`src/rtl/debounce_scan_ctrl.sv`:
```
// Multi-channel debouncer with one shared compare/increment datapath.
// Services one channel per cycle, round-robin, while scanning.
module debounce_scan_ctrl #(
    parameter int NUM_CH = 8,
    parameter int CNT_W  = 8
) (
    input  logic                      clk,
    input  logic                      reset,
    input  logic [NUM_CH-1:0]         noisy_in,
    input  logic [CNT_W-1:0]          threshold,
    input  logic                      enable,
    input  logic                      clear,
    output logic [NUM_CH-1:0]         clean_out,
    output logic                      edge_valid,
    output logic [$clog2(NUM_CH)-1:0] edge_ch,
    output logic                      edge_dir,
    output logic [$clog2(NUM_CH)-1:0] scan_idx
);

    localparam int              IW      = $clog2(NUM_CH);
    localparam logic [IW-1:0]   LAST    = IW'(NUM_CH - 1);
    localparam logic [CNT_W-1:0] CNT_MAX = '1;

    typedef enum logic {
        IDLE = 1'b0,
        SCAN = 1'b1
    } state_e;

    state_e            state_q, state_d;
    logic [NUM_CH-1:0] sync1_q, sync2_q;
    logic [CNT_W-1:0]  cnt_q [NUM_CH];
    logic [CNT_W-1:0]  cnt_d;
    logic [NUM_CH-1:0] clean_q, clean_d;
    logic [IW-1:0]     idx_q, idx_d;
    logic              ev_q, ev_d;
    logic [IW-1:0]     ech_q, ech_d;
    logic              dir_q, dir_d;

    logic              service;
    logic [CNT_W-1:0]  eff_thr;
    logic [CNT_W-1:0]  cur_cnt;
    logic [CNT_W:0]    inc;
    logic              cur_in;
    logic              cur_out;

    always_comb begin
        state_d = state_q;
        case (state_q)
            IDLE:    if (enable) state_d = SCAN;
            SCAN:    if (!enable) state_d = IDLE;
            default: state_d = IDLE;
        endcase
        if (clear) state_d = IDLE;
    end

    always_comb begin
        service = (state_q == SCAN) && enable && !clear;
        eff_thr = (threshold == '0) ? CNT_W'(1) : threshold;
        cur_cnt = cnt_q[idx_q];
        cur_in  = sync2_q[idx_q];
        cur_out = clean_q[idx_q];
        inc     = {1'b0, cur_cnt} + {{CNT_W{1'b0}}, 1'b1};
        cnt_d   = cur_cnt;
        clean_d = clean_q;
        idx_d   = idx_q;
        ev_d    = 1'b0;
        ech_d   = ech_q;
        dir_d   = dir_q;
        if (clear) begin
            idx_d = '0;
        end else if (service) begin
            idx_d = (idx_q == LAST) ? '0 : idx_q + 1'b1;
            if (cur_in == cur_out) begin
                cnt_d = '0;
            end else if (inc >= {1'b0, eff_thr}) begin
                clean_d[idx_q] = cur_in;
                cnt_d          = '0;
                ev_d           = 1'b1;
                ech_d          = idx_q;
                dir_d          = cur_in;
            end else begin
                // Hold at full scale rather than wrap to zero
                cnt_d = (cur_cnt == CNT_MAX) ? CNT_MAX : inc[CNT_W-1:0];
            end
        end
    end

    always_ff @(posedge clk or posedge reset) begin
        if (reset) begin
            state_q <= IDLE;
            sync1_q <= '0;
            sync2_q <= '0;
            clean_q <= '0;
            idx_q   <= '0;
            ev_q    <= 1'b0;
            ech_q   <= '0;
            dir_q   <= 1'b0;
        end else begin
            state_q <= state_d;
            sync1_q <= noisy_in;
            sync2_q <= sync1_q;
            clean_q <= clean_d;
            idx_q   <= idx_d;
            ev_q    <= ev_d;
            ech_q   <= ech_d;
            dir_q   <= dir_d;
        end
    end

    always_ff @(posedge clk or posedge reset) begin
        if (reset) begin
            for (int i = 0; i < NUM_CH; i++) cnt_q[i] <= '0;
        end else if (clear) begin
            for (int i = 0; i < NUM_CH; i++) cnt_q[i] <= '0;
        end else if (service) begin
            cnt_q[idx_q] <= cnt_d;
        end
    end

    assign clean_out  = clean_q;
    assign edge_valid = ev_q;
    assign edge_ch    = ech_q;
    assign edge_dir   = dir_q;
    assign scan_idx   = idx_q;

endmodule

```
`config.mk`:
```
export PLATFORM = sky130hd
export DESIGN_NAME = debounce_scan_ctrl
export DESIGN_NICKNAME = d
export VERILOG_FILES = /design/src/rtl/debounce_scan_ctrl.sv
export SDC_FILE = /design/constraint.sdc
export NUM_CORES = 1
export LEC_CHECK = 0
export CORE_MARGIN = 2
export CORE_UTILIZATION = 55
export DETAILED_ROUTE_END_ITERATION = 10
export GPL_ROUTABILITY_DRIVEN = 0
export PLACE_DENSITY = 0.81
export SETUP_SLACK_MARGIN = 0.2
export SYNTH_ARGS = -nofsm -noshare
export SYNTH_HDL_FRONTEND = slang
export SYNTH_SLANG_ARGS = --single-unit
```
`constraint.sdc`:
```
create_clock -name clk -period 6.1 [get_ports clk]
set_input_delay 0.915 -clock clk [delete_from_list [all_inputs] [get_ports clk]]
set_output_delay 0.915 -clock clk [all_outputs]
set_load 0.1 [all_outputs]
```
======== Word level (Yosys, flattened, before mapping) ========
Index checks and enable logic that the tools add are counted.
word-level totals
  register bits ........................... 97
  bits of input ports ..................... 20
  output and inout bits ................... 16
  word-level logic and storage cells ...... 67
cells by class
  add/sub/neg operators ................... 2
  order comparisons ....................... 5
  eq/ne operators ......................... 3
  multiplexer cells ....................... 30
  bitwise gates (word level) .............. 3
  reduce and logical (&&, ||, !) cells .... 8
operators by type and width
  operator               number
  $mux W64               2
  $mux W8                9
  $bwmux W64             1
  $bmux W8 S3            1
  $demux W8 S3           1
  $add A8 B1 Y9 const B  1
  $ge A9 B8 Y1           1
  $mux W1                9
  $mux W3                3
  $bwmux W8              1
  $eq A8 B8 Y1 const B   1
  $logic_not A8 Y1       1
  $bmux W1 S3            2
  $ge A4 B4 Y1 const B   1
  $logic_and A1 B1 Y1    4
  $lt A3 B4 Y1 const B   1
  $lt A4 B1 Y1 const B   1
  $not A3 Y4             1
  $reduce_and A4 Y1      1
  $add A3 B1 Y3 const B  1
  $demux W1 S3           1
  $eq A3 B3 Y1 const B   1
  $ge A3 B1 Y1 const B   1
  $not A1 Y1             2
  3 further kinds        3

======== Depth between registers and ports, before layout ========
Gate-level depths: netlist of run 1.
  depth after elaboration ................. 13
  gate-level depth with buffers ........... 21
  mapped depth without buffers ............ 15

======== Worst setup path before layout of run 1 ========
OpenSTA, ideal clock, no wires.
  kind .................................... reg-to-reg
  start point ............................. reg idx_q[2], in the netlist scan_idx[2]
  end point ............................... reg cnt_q[15] in the netlist's numbering
  setup time .............................. 0.096 ns
  arrival ................................. 4.765 ns
  setup slack ............................. 1.239 ns
  cell stages (with the launch flop) ...... 20
  clock period less this slack ............ 4.861 ns
  cells stage by stage .................... dfrtp_1 -> buf_4 -> buf_6 -> buf_6 -> buf_6 -> mux4_1 -> nand3_1 -> a21oi_1 -> or3b_2 -> xnor2_2 -> inv_1 -> ha_1 -> a21o_1 -> nand3_1 -> o311ai_0 -> nor3_1 -> clkbuf_1 -> nand3_2 -> buf_2 -> o31ai_1
between the ends
  cells in the longest elaborated chain, start to end .. 13
ends and longest elaborated chain
  item                                           RTL line  text
  start, declared                                34        logic [IW-1:0] idx_q, idx_d;
  start signal, assigned                         103       idx_q <= idx_d;
  $not A3 Y4 (implied by the code)               59, 116
  $bmux W8 S3                                    59        cur_cnt = cnt_q[idx_q];
  $mux W8 (implied by the code) (2 in series)    59
  $add A8 B1 Y9 or $eq A8 B8 Y1 (tied branches)  62, 83
  $ge A9 B8 Y1 or $mux W8 (tied branches)        75, 83
  $mux W8                                        75        end else if (inc >= {1'b0, eff_thr}) begin
  $mux W8                                        73        if (cur_in == cur_out) begin
  $mux W8                                        71        end else if (service) begin
  $mux W8                                        69        if (clear) begin
  $bwmux W64 (*)                                 116       cnt_q[idx_q] <= cnt_d;
  $mux W64 (*)                                   115       end else if (service) begin
  $mux W64 (*)                                   113       end else if (clear) begin
  end signal, assigned by index                  116
  end, declared                                  31        logic [CNT_W-1:0] cnt_q [NUM_CH];
Mark *: on every way between the ends. The rest lies on a longest branch, timed or not. The select of a mux whose other input is x is not followed.
A chain may end at the register's enable or synchronous reset.

======== Worst setup path in the final report of run 1 ========
  start point ............................. reg idx_q[1], in the netlist scan_idx[1]
  end point ............................... reg ech_q[2], in the netlist edge_ch[2]
between the ends
  cells in the longest elaborated chain, start to end .. 7
ends and longest elaborated chain
  item                                         RTL line  text
  $not A3 Y4 (implied by the code)             59
  $bmux W8 S3                                  59
  $mux W8 (implied by the code) (2 in series)  59
  $add A8 B1 Y9                                62        inc = {1'b0, cur_cnt} + {{CNT_W{1'b0}}, 1'b1};
  $ge A9 B8 Y1                                 75
  $reduce_and A4 Y1 (no line) (*)              -
  end signal, assigned                         105       ech_q <= ech_d;
  end, declared                                36        logic [IW-1:0] ech_q, ech_d;
Marked as above.

==> impl_metrics.py, run 1 <==
metrics = {
    "timing": {
        "rsz0062_at_grt": "false",
        "setup-tns-final_ns": 0,
        "skew_ns": 0.0132,
        "timing.final.crit_share_pct": 83.9,
        "setup_violations": 0,
        "slew_violations": 0,
        "fin_crit_ns": 5.12,
        "setup_ws_ns": 0.985,
        "slew_headroom_pct": 29.3,
        "max_freq_mhz": 195,
        "hold_viol_final": 0,
        "tightest_slew_ns": 1.06,
    },
    "clock_tree": {
        "cts.path.max_buffers": 2,
        "h-tree-depth": 3,
        "clock_sinks": 97,
        "post_cts_buffers": 0,
        "cts_tree": "done",
        "cts-buffers-inserted": 9,
        "cts-root-buf": "clkbuf_8",
        "worstSkewPairLatency_ns": 0.37,
        "cts_hold_buf": 0,
        "cts_resized": 0,
        "clk_pin_slew_ns": 0.10,
    },
    "cells_and_area": {
        "antenna_cells": 0,
        "stdcell_area_um2": 5670,
        "area_delta_synth_final_pct": 10.3,
        "drive_above_1_share_pct": 11.8,
        "nets": 511,
        "utilization_pct": 62.0,
    },
    "job": {
        "cap_viol_max_count": 0,
    },
    "worst_setup_path": {
        "rrSetupSlack_ns": 0.98,
        "cp-end-kind": "register",
        "crit_required_ns": 6.37,
        "reg2reg_depth": 13,
        "cp_max_fo": 15,
        "rr_endpoint": "edge_ch[2]",
        "start_kind": "register",
        "cp.arrival_ns": 5.38,
        "reg2reg_from": "scan_idx[1]",
        "critPathKind": "reg2reg",
    },
    "power_and_ir_drop": {
        "peakVddDrop_v": 0.0000971,
        "cellInternalPower_uw": 835,
        "leakagePower_uw": 0.00235,
        "seq_power_share_pct": 57.1,
        "switching_share_pct": 26.7,
        "comb_power_share_pct": 7.3,
        "clkPwrFrac_pct": 35.6,
        "total_power_uw": 1140,
        "power_switching_uw": 305,
        "cellPowerDensity_nw_per_um2": 201,
    },
    "min_path": {
        "hold_depth": 0,
        "hold_path_class": "reg2reg",
        "hold_end": "sync2_q[4]",
        "min_from": "sync1_q[4]",
    },
    "synthesis": {
        "synth_area_um2": 5140,
        "yosysWarnings": 0,
        "syn_inst": 458,
        "async_reset_ff_share_pct": 100,
        "synth_edf_count": 0,
        "synth.avg_cell_area_um2": 11.2,
        "synth_ff_type": "dfrtp_1",
        "synth_cell_type_count": 69,
        "syn-num-nets": 489,
        "seq_area_frac_synth_pct": 47.2,
        "ys_seq_elements": 97,
    },
    "placed_design": {
        "place_hpwl_um": 8250,
        "dp_slack_ns": 1.09,
        "io_buffers": 35,
        "placed_area_um2": 5490,
    },
    "global_route": {
        "grt_first_pass_wirelength_um": 20600,
        "overflow": 0,
        "grt_start_max_net_pins": 66,
        "grt_pass1_vias": 3815,
        "track_usage_pct": 26.6,
        "antenna_found_initial": 0,
    },
    "die": {
        "die_area_um2": 10100,
        "core_um2": 9150,
        "die_y_um": 101,
        "die_width_um": 101,
        "start_util_pct": 56.2,
        "row_count": 35,
        "top_level_ports": 36,
    },
    "detailed_routing": {
        "drc": 0,
        "drt-vias-per-instance": 6.62,
        "drt_iter0_markers": 346,
        "wl_per_cell_um": 21.1,
        "vias": 3946,
        "drt_pre_antenna_iters": 6,
        "postRouteAntennaNets": 0,
        "totalWireLength_um": 12600,
    },
    "run_status": {
        "status": "complete, no violations",
    },
}
==> cells in the mapped netlist, drive strengths merged, types with 2 or more instances <==
cell type,number,area share [%]
a211oi,2,0.54
a21oi,23,2.5
a22o,2,0.34
a32o,2,0.39
and2,6,0.73
and3,4,0.49
and3b,2,0.34
buf,12,2.4
clkbuf,18,1.3
dfrtp,97,47
ha,11,2.7
inv,13,0.95
mux2,8,2.0
mux2i,9,1.8
mux4,13,6.1
nand2,41,3.0
nand2b,3,0.37
nand3,15,1.6
nand3b,39,5.7
nand4,14,1.7
nand4b,3,0.51
nor2,10,0.73
nor2b,4,0.49
nor3,8,1.1
nor3b,3,0.44
nor4,5,0.90
o21ai,39,3.9
o31ai,22,3.3
o41ai,4,0.83
or3b,2,0.34
xnor2,6,1.5
==> kinds of logic (layout without fill, tap and decap cells) <==
group	after synthesis	after routing	synth area share, %
xor+xnor	7	7	2.07
compound gates	106	106	14.3
fa+ha+maj	11	11	2.68
flops	97	97	47.2
simple gates	163	163	19.1
buf+inv	44	71	4.70
mux	30	30	9.93
==> placed cells by master (no fill, tap or decap), drive strengths merged, types with 8 or more instances in the layout <==
cell / instances
a21oi: 23
clkbuf: 10
clkdlybuf4s50: 34
dfrtp: 97
ha: 11
inv: 16
mux2: 8
mux2i: 9
mux4: 13
nand2: 41
nand3: 15
nand3b: 39
nand4: 14
nor2: 10
nor3: 8
o21ai: 39
o31ai: 22
==> worst max-delay path, stage by stage, from the launching register on <==
cell,delay (ns)
dfrtp_1,0.73
buf_4,0.33
nand2b_1,0.22
o22a_1,0.24
a311oi_2,0.47
nand3b_1,0.16
xnor2_1,0.67
inv_1,0.12
ha_1,0.36
nand4_1,0.09
o311ai_0,0.74
a31oi_4,0.17
nor4_4,0.36
mux2_4,0.34
==> worst max-delay path by stage <==
stage,end,slack (ns),start
CTS,edge_ch[2],1.05,scan_idx[1]
finish,edge_ch[2],0.98,scan_idx[1]
global placement,edge_ch[1],1.20,scan_idx[1]
global route,cnt_q[32],0.60,scan_idx[1]
detailed placement,edge_ch[2],1.09,scan_idx[2]
floorplan,cnt_q[15],1.24,scan_idx[2]
==> flip-flops by register name, indices dropped and copies added, names as in the netlist <==
name        count
cnt_q          64
scan_idx        3
sync2_q         8
edge_valid      1
sync1_q         8
clean_out       8
edge_dir        1
edge_ch         3
state_q         1
==> power by group through the flow <==
stage	sequential, uW	combinational [uW]	clock, uW
floorplan	668	49.8	0
global placement	664	81.5	0
detailed placement	664	82.8	0
CTS	651	83.2	409
global route	652	90.9	434
finish	651	83.1	405
==> cell type report <==
cell class	instances	area, um^2
well taps	111	139
flip-flops and latches	97	2430
inverters	14	53.8
clock buffers	10	128
fillers	715	3480
clock inverters	6	57.6
multi-input cells	317	2480
repair buffers	41	390
==> per-layer routing <==
layer | GRT usage, % | share of wire, % | up-vias
met3 | 5.27 | 8.5 | 31
met4 | 11.8 | 3.0 | 0
met5 | 0 | 0 | -
met1 | 37.2 | 42 | 1941
met2 | 40.7 | 46 | 224
li1 | - | - | 1750
==> per-stage QoR <==
stage / instances / hold slack (ns)
4_1_cts: 596 / 0.358
3_3_place_gp: 580 / 0.333
2_1_floorplan: 458 / 0.331
5_1_grt: 596 / 0.374
6_report: 596 / 0.357
3_5_place_dp: 580 / 0.335
Power figures use the tool's default switching activity.
==> inputs of run 2 (changes only) <==
Clock period 6.1 ns to 5.23 ns, I/O delays scaled along.
==> run 2 against run 1 <==
Combinational power increased by 14%. Non-clock buffer count is 5 higher. Routed wire length grew 1.1%. Largest power group unchanged.
==> impl_metrics.py, run 2 (same netlist as run 1, synthesis figures left out) <==
metrics = {
    "worst_setup_path": {
        "path_cells": "clkinv_1 -> buf_4 -> mux2i_1 -> or3b_2 -> xnor2_2 -> inv_1 -> ha_1 -> a21o_1 -> nand3_1 -> o311ai_1 -> nor3_2 -> nand3_2 -> o41ai_1",
        "cp_max_fo": 16,
        "cp.arrival_ns": 4.95,
        "critPathBufInv": 3,
        "crit_required_ns": 5.47,
        "cp_slowest_cell": "dfrtp_1",
        "cp-end-kind": "register",
        "crit_start": "scan_idx[0]",
        "start_kind": "register",
        "cpLargestDelayFamily": "simple AND/OR/NAND/NOR gates",
        "critPathKind": "reg2reg",
        "slowest_delay_ns": 0.70,
        "reg2reg_from": "scan_idx[0]",
    },
    "cells_and_area": {
        "antenna_cells": 0,
        "final_cell_mix": "dfrtp_1, nand2_1, nand3b_1",
        "utilization_pct": 62.4,
        "largest_register": "cnt_q",
        "area_delta_synth_final_pct": 11.1,
        "largest_reg_flops": 64,
        "final_common_cell": "dfrtp_1",
        "drive_above_1_share_pct": 12.7,
        "nets": 516,
    },
    "global_route": {
        "track_usage_pct": 26.8,
        "grt_first_pass_wirelength_um": 20700,
        "grt_start_max_net_pins": 66,
        "overflow": 0,
        "antenna_found_initial": 0,
        "grt_pass1_vias": 3940,
    },
    "clock_tree": {
        "clock_sinks": 97,
        "clk_pin_slew_ns": 0.10,
        "h-tree-depth": 3,
        "cts_tree": "done",
        "worstSkewPairLatency_ns": 0.37,
        "cts-root-buf": "clkbuf_8",
        "cts.path.max_buffers": 2,
        "cts-buffers-inserted": 9,
    },
    "power_and_ir_drop": {
        "cellPowerDensity_nw_per_um2": 234,
        "total_power_uw": 1340,
        "peakVddDrop_v": 0.000123,
        "power_switching_uw": 326,
        "comb_power_share_pct": 7.1,
        "leakagePower_uw": 0.00237,
        "switching_share_pct": 24.4,
        "cellInternalPower_uw": 1010,
        "clkPwrFrac_pct": 35.9,
        "seq_power_share_pct": 57.0,
    },
    "timing": {
        "slew_headroom_pct": 28.7,
        "rsz0062_at_grt": "false",
        "max_freq_mhz": 212,
        "hold_viol_final": 0,
        "setup-tns-final_ns": 0,
        "timing.final.crit_share_pct": 90.0,
        "fin_crit_ns": 4.71,
        "setup_ws_ns": 0.523,
        "holdWs_ns": 0.352,
        "skew_ns": 0.0123,
        "tightest_slew_ns": 1.07,
        "setup_violations": 0,
        "slew_violations": 0,
    },
    "detailed_routing": {
        "drt_pre_antenna_iters": 6,
        "drt-vias-per-instance": 6.49,
        "totalWireLength_um": 12700,
        "postRouteAntennaNets": 0,
        "wl_per_cell_um": 21.1,
        "drt_iter0_markers": 318,
        "drc": 0,
        "vias": 3898,
    },
    "run_status": {
        "status": "complete, no violations",
    },
    "placed_design": {
        "io_buffers": 35,
        "dp_slack_ns": 0.388,
        "place_hpwl_um": 8690,
    },
    "job": {
        "cap_viol_max_count": 0,
    },
    "die": {
        "start_util_pct": 56.2,
        "core_um2": 9150,
        "die_width_um": 101,
        "die_y_um": 101,
        "top_level_ports": 36,
        "row_count": 35,
        "die_area_um2": 10100,
    },
    "min_path": {
        "min_from": "sync1_q[4]",
        "hold_path_class": "reg2reg",
    },
}
run 2: cell types whose count changed in the layout (fill, tap and decap cells not counted), sizes merged:
cell and delta:
clkinv +1, bufinv +1, clkinvlp +1, buf +5, inv -4, clkbuf +1
run 2: final timing paths:
check	to	cells past startpoint	slack (ns)
min in group asynchronous	sync1_q[6]	2	0.97
setup / recovery	cnt_q[29]	13	0.52
max in group asynchronous	cnt_q[12]	3	3.26
setup reg to reg	cnt_q[29]	13	0.52
hold reg to reg	sync2_q[4]	0	0.35
hold / removal	sync2_q[4]	0	0.35
run 2: timing repair:
item                                    CTS  global route
endpoints found under the setup margin    0            41
buffers inserted                          0             0
gates resized for setup                   0             2
hold buffers                              0             0
run 2: metrics by stage:
step | cells | cell area [um^2]
final | 601 | 5710
after global placement | 585 | 5520
after global routing | 601 | 5710
after CTS | 601 | 5710
after floorplan | 458 | 5140
after detailed placement | 585 | 5520
run 2: layer usage:
metal	wire [um]	global-route usage, %	share of wire [%]
met1	5340	37.2	42
met4	490	13.2	3.9
met2	5830	41.1	46
met5	0	0	0
met3	1030	4.37	8.1
run 2: cell type report:
cell class | instances | area [um^2]
inverters | 14 | 53.8
multi-input cells | 317 | 2480
flip-flops and latches | 97 | 2430
clock buffers | 11 | 131
well taps | 111 | 139
clock inverters | 5 | 56.3
fillers | 710 | 3440
repair buffers | 46 | 428
run 2: power groups by stage:
stage	Sequential [uW]	Clock [uW]	Combinational [uW]
floorplan	779	0	58.1
global placement	775	0	93.4
detailed placement	776	0	94.9
CTS	761	485	95.4
global route	762	512	104
finish	761	480	95.1
==> inputs of run 3 (changes only) <==
Settings changed: CORE_ASPECT_RATIO set to 1.25.
Clock period 5.23 ns to 5.8 ns, I/O delays scaled along.
==> run 3 against run 2 <==
Global-route usage grew 0.71 points. Clock skew shrank 0.0041 ns. Cell count grew 1.5%. Cell area grew 2.7%. Critical endpoint is now cnt_q[55].
==> impl_metrics.py, run 3 (same netlist as run 1, synthesis figures left out) <==
metrics = {
    "run_status": {
        "status": "complete, no violations",
    },
    "power_and_ir_drop": {
        "peakVddDrop_v": 0.000126,
        "cellPowerDensity_nw_per_um2": 244,
        "leakagePower_uw": 0.00242,
    },
    "clock_tree": {
        "cts-buffers-inserted": 9,
        "post_cts_buffers": 0,
        "clock_sinks": 97,
        "cts_hold_buf": 0,
        "h-tree-depth": 3,
        "cts_resized": 0,
        "clk_pin_slew_ns": 0.07,
        "cts.path.max_buffers": 2,
        "worstSkewPairLatency_ns": 0.35,
        "cts-root-buf": "clkbuf_16",
        "cts_tree": "done",
    },
    "detailed_routing": {
        "wl_per_cell_um": 21.3,
        "drt_pre_antenna_iters": 5,
        "drc": 0,
        "totalWireLength_um": 13000,
        "drt-vias-per-instance": 6.59,
        "drt_iter0_markers": 491,
        "postRouteAntennaNets": 0,
        "vias": 4017,
    },
    "cells_and_area": {
        "largest_register": "cnt_q",
        "stdcell_area_um2": 5870,
        "final_common_cell": "dfrtp_1",
        "nFillCells": 691,
        "area_delta_synth_final_pct": 14.2,
        "drive_above_1_share_pct": 12.3,
        "utilization_pct": 64.3,
        "multi_input_area_um2": 2480,
        "final_cell_mix": "dfrtp_1, nand2_1, nand3b_1",
        "nets": 513,
        "largest_reg_flops": 64,
        "antenna_cells": 0,
        "seq_area_um2": 2430,
    },
    "global_route": {
        "antenna_found_initial": 0,
        "grt_first_pass_wirelength_um": 21800,
        "track_usage_pct": 27.5,
        "grt_pass1_vias": 4061,
        "overflow": 0,
        "grt_start_max_net_pins": 66,
    },
    "timing": {
        "hold_viol_final": 0,
        "skew_ns": 0.00816,
        "holdWs_ns": 0.350,
        "setup_violations": 0,
        "setup_ws_ns": 0.791,
        "setup-tns-final_ns": 0,
        "max_freq_mhz": 200,
        "slew_violations": 0,
        "tightest_slew_ns": 1.11,
        "rsz0062_at_grt": "false",
        "fin_crit_ns": 5.01,
        "timing.final.crit_share_pct": 86.4,
        "slew_headroom_pct": 26.2,
    },
    "worst_setup_path": {
        "cp_max_fo": 19,
        "crit_required_ns": 6.03,
        "start_kind": "register",
        "critPathKind": "reg2reg",
        "reg2reg_depth": 14,
        "cp.arrival_ns": 5.24,
        "cp-end-kind": "register",
    },
    "job": {
        "cap_viol_max_count": 0,
    },
    "die": {
        "die_width_um": 90.5,
        "top_level_ports": 36,
        "start_util_pct": 56.3,
        "die_y_um": 112,
        "row_count": 39,
        "die_area_um2": 10100,
        "core_um2": 9130,
    },
    "placed_design": {
        "io_buffers": 35,
        "placed_area_um2": 5530,
        "dp_slack_ns": 0.810,
        "place_hpwl_um": 8720,
    },
    "min_path": {
        "hold_path_class": "reg2reg",
        "hold_depth": 0,
    },
}
run 3: where the power goes:
part | total [uW] | leakage (uW) | internal (uW) | switching, uW
clock | 657 | 0.000155 | 402 | 256
sequential | 687 | 0.00131 | 683 | 3.66
combinational | 87.4 | 0.000956 | 28.9 | 58.5
total | 1430 | 0.00242 | 1110 | 318
run 3: final cells by class:
cell class              instances  share of cell area (%)
multi-input cells             317                    42.3
inverters                      14                   0.917
flip-flops and latches         97                    41.4
well taps                     123                    2.62
repair buffers                 43                    7.12
clock buffers                  12                    4.37
clock inverters                 4                    1.28
run 3: path summary, 6_finish.rpt:
path                       slack, ns   startpoint         end
min in group asynchronous       1.03        reset  sync2_q[7]
max in group asynchronous       3.69        reset   cnt_q[37]
min reg2reg                     0.35   sync1_q[6]  sync2_q[6]
max                             0.79  scan_idx[0]   cnt_q[55]
max reg2reg                     0.79  scan_idx[0]   cnt_q[55]
min                             0.35   sync1_q[6]  sync2_q[6]
run 3: critical path, stage by stage (launching register included):
cell      delay, ns
dfrtp_1        0.65
clkinv_1       0.47
buf_4          0.32
mux2i_1        0.23
or3b_2         0.54
xnor2_2        0.42
inv_1          0.10
ha_1           0.33
a21o_1         0.18
nand3_1        0.08
o311ai_0       0.27
nor3_2         0.23
buf_4          0.28
nand3_2        0.32
o41ai_1        0.45
run 3: per-stage QoR:
step | power, uW | instances
floorplan | 755 | 458
global placement | 784 | 594
detailed placement | 786 | 594
CTS | 1440 | 610
global route | 1470 | 610
finish | 1430 | 610
run 3: per-layer routing:
| metal | global-route usage [%] | vias up | share of wire [%] | routed length, um |
|---|---|---|---|---|
| met5 | 0 | - | 0 | 0 |
| met4 | 15.2 | 0 | 3.9 | 511 |
| met3 | 3.96 | 38 | 6.5 | 850 |
| met2 | 43.2 | 199 | 49 | 6420 |
| met1 | 37.1 | 2011 | 40 | 5220 |
| li1 | - | 1769 | - | - |
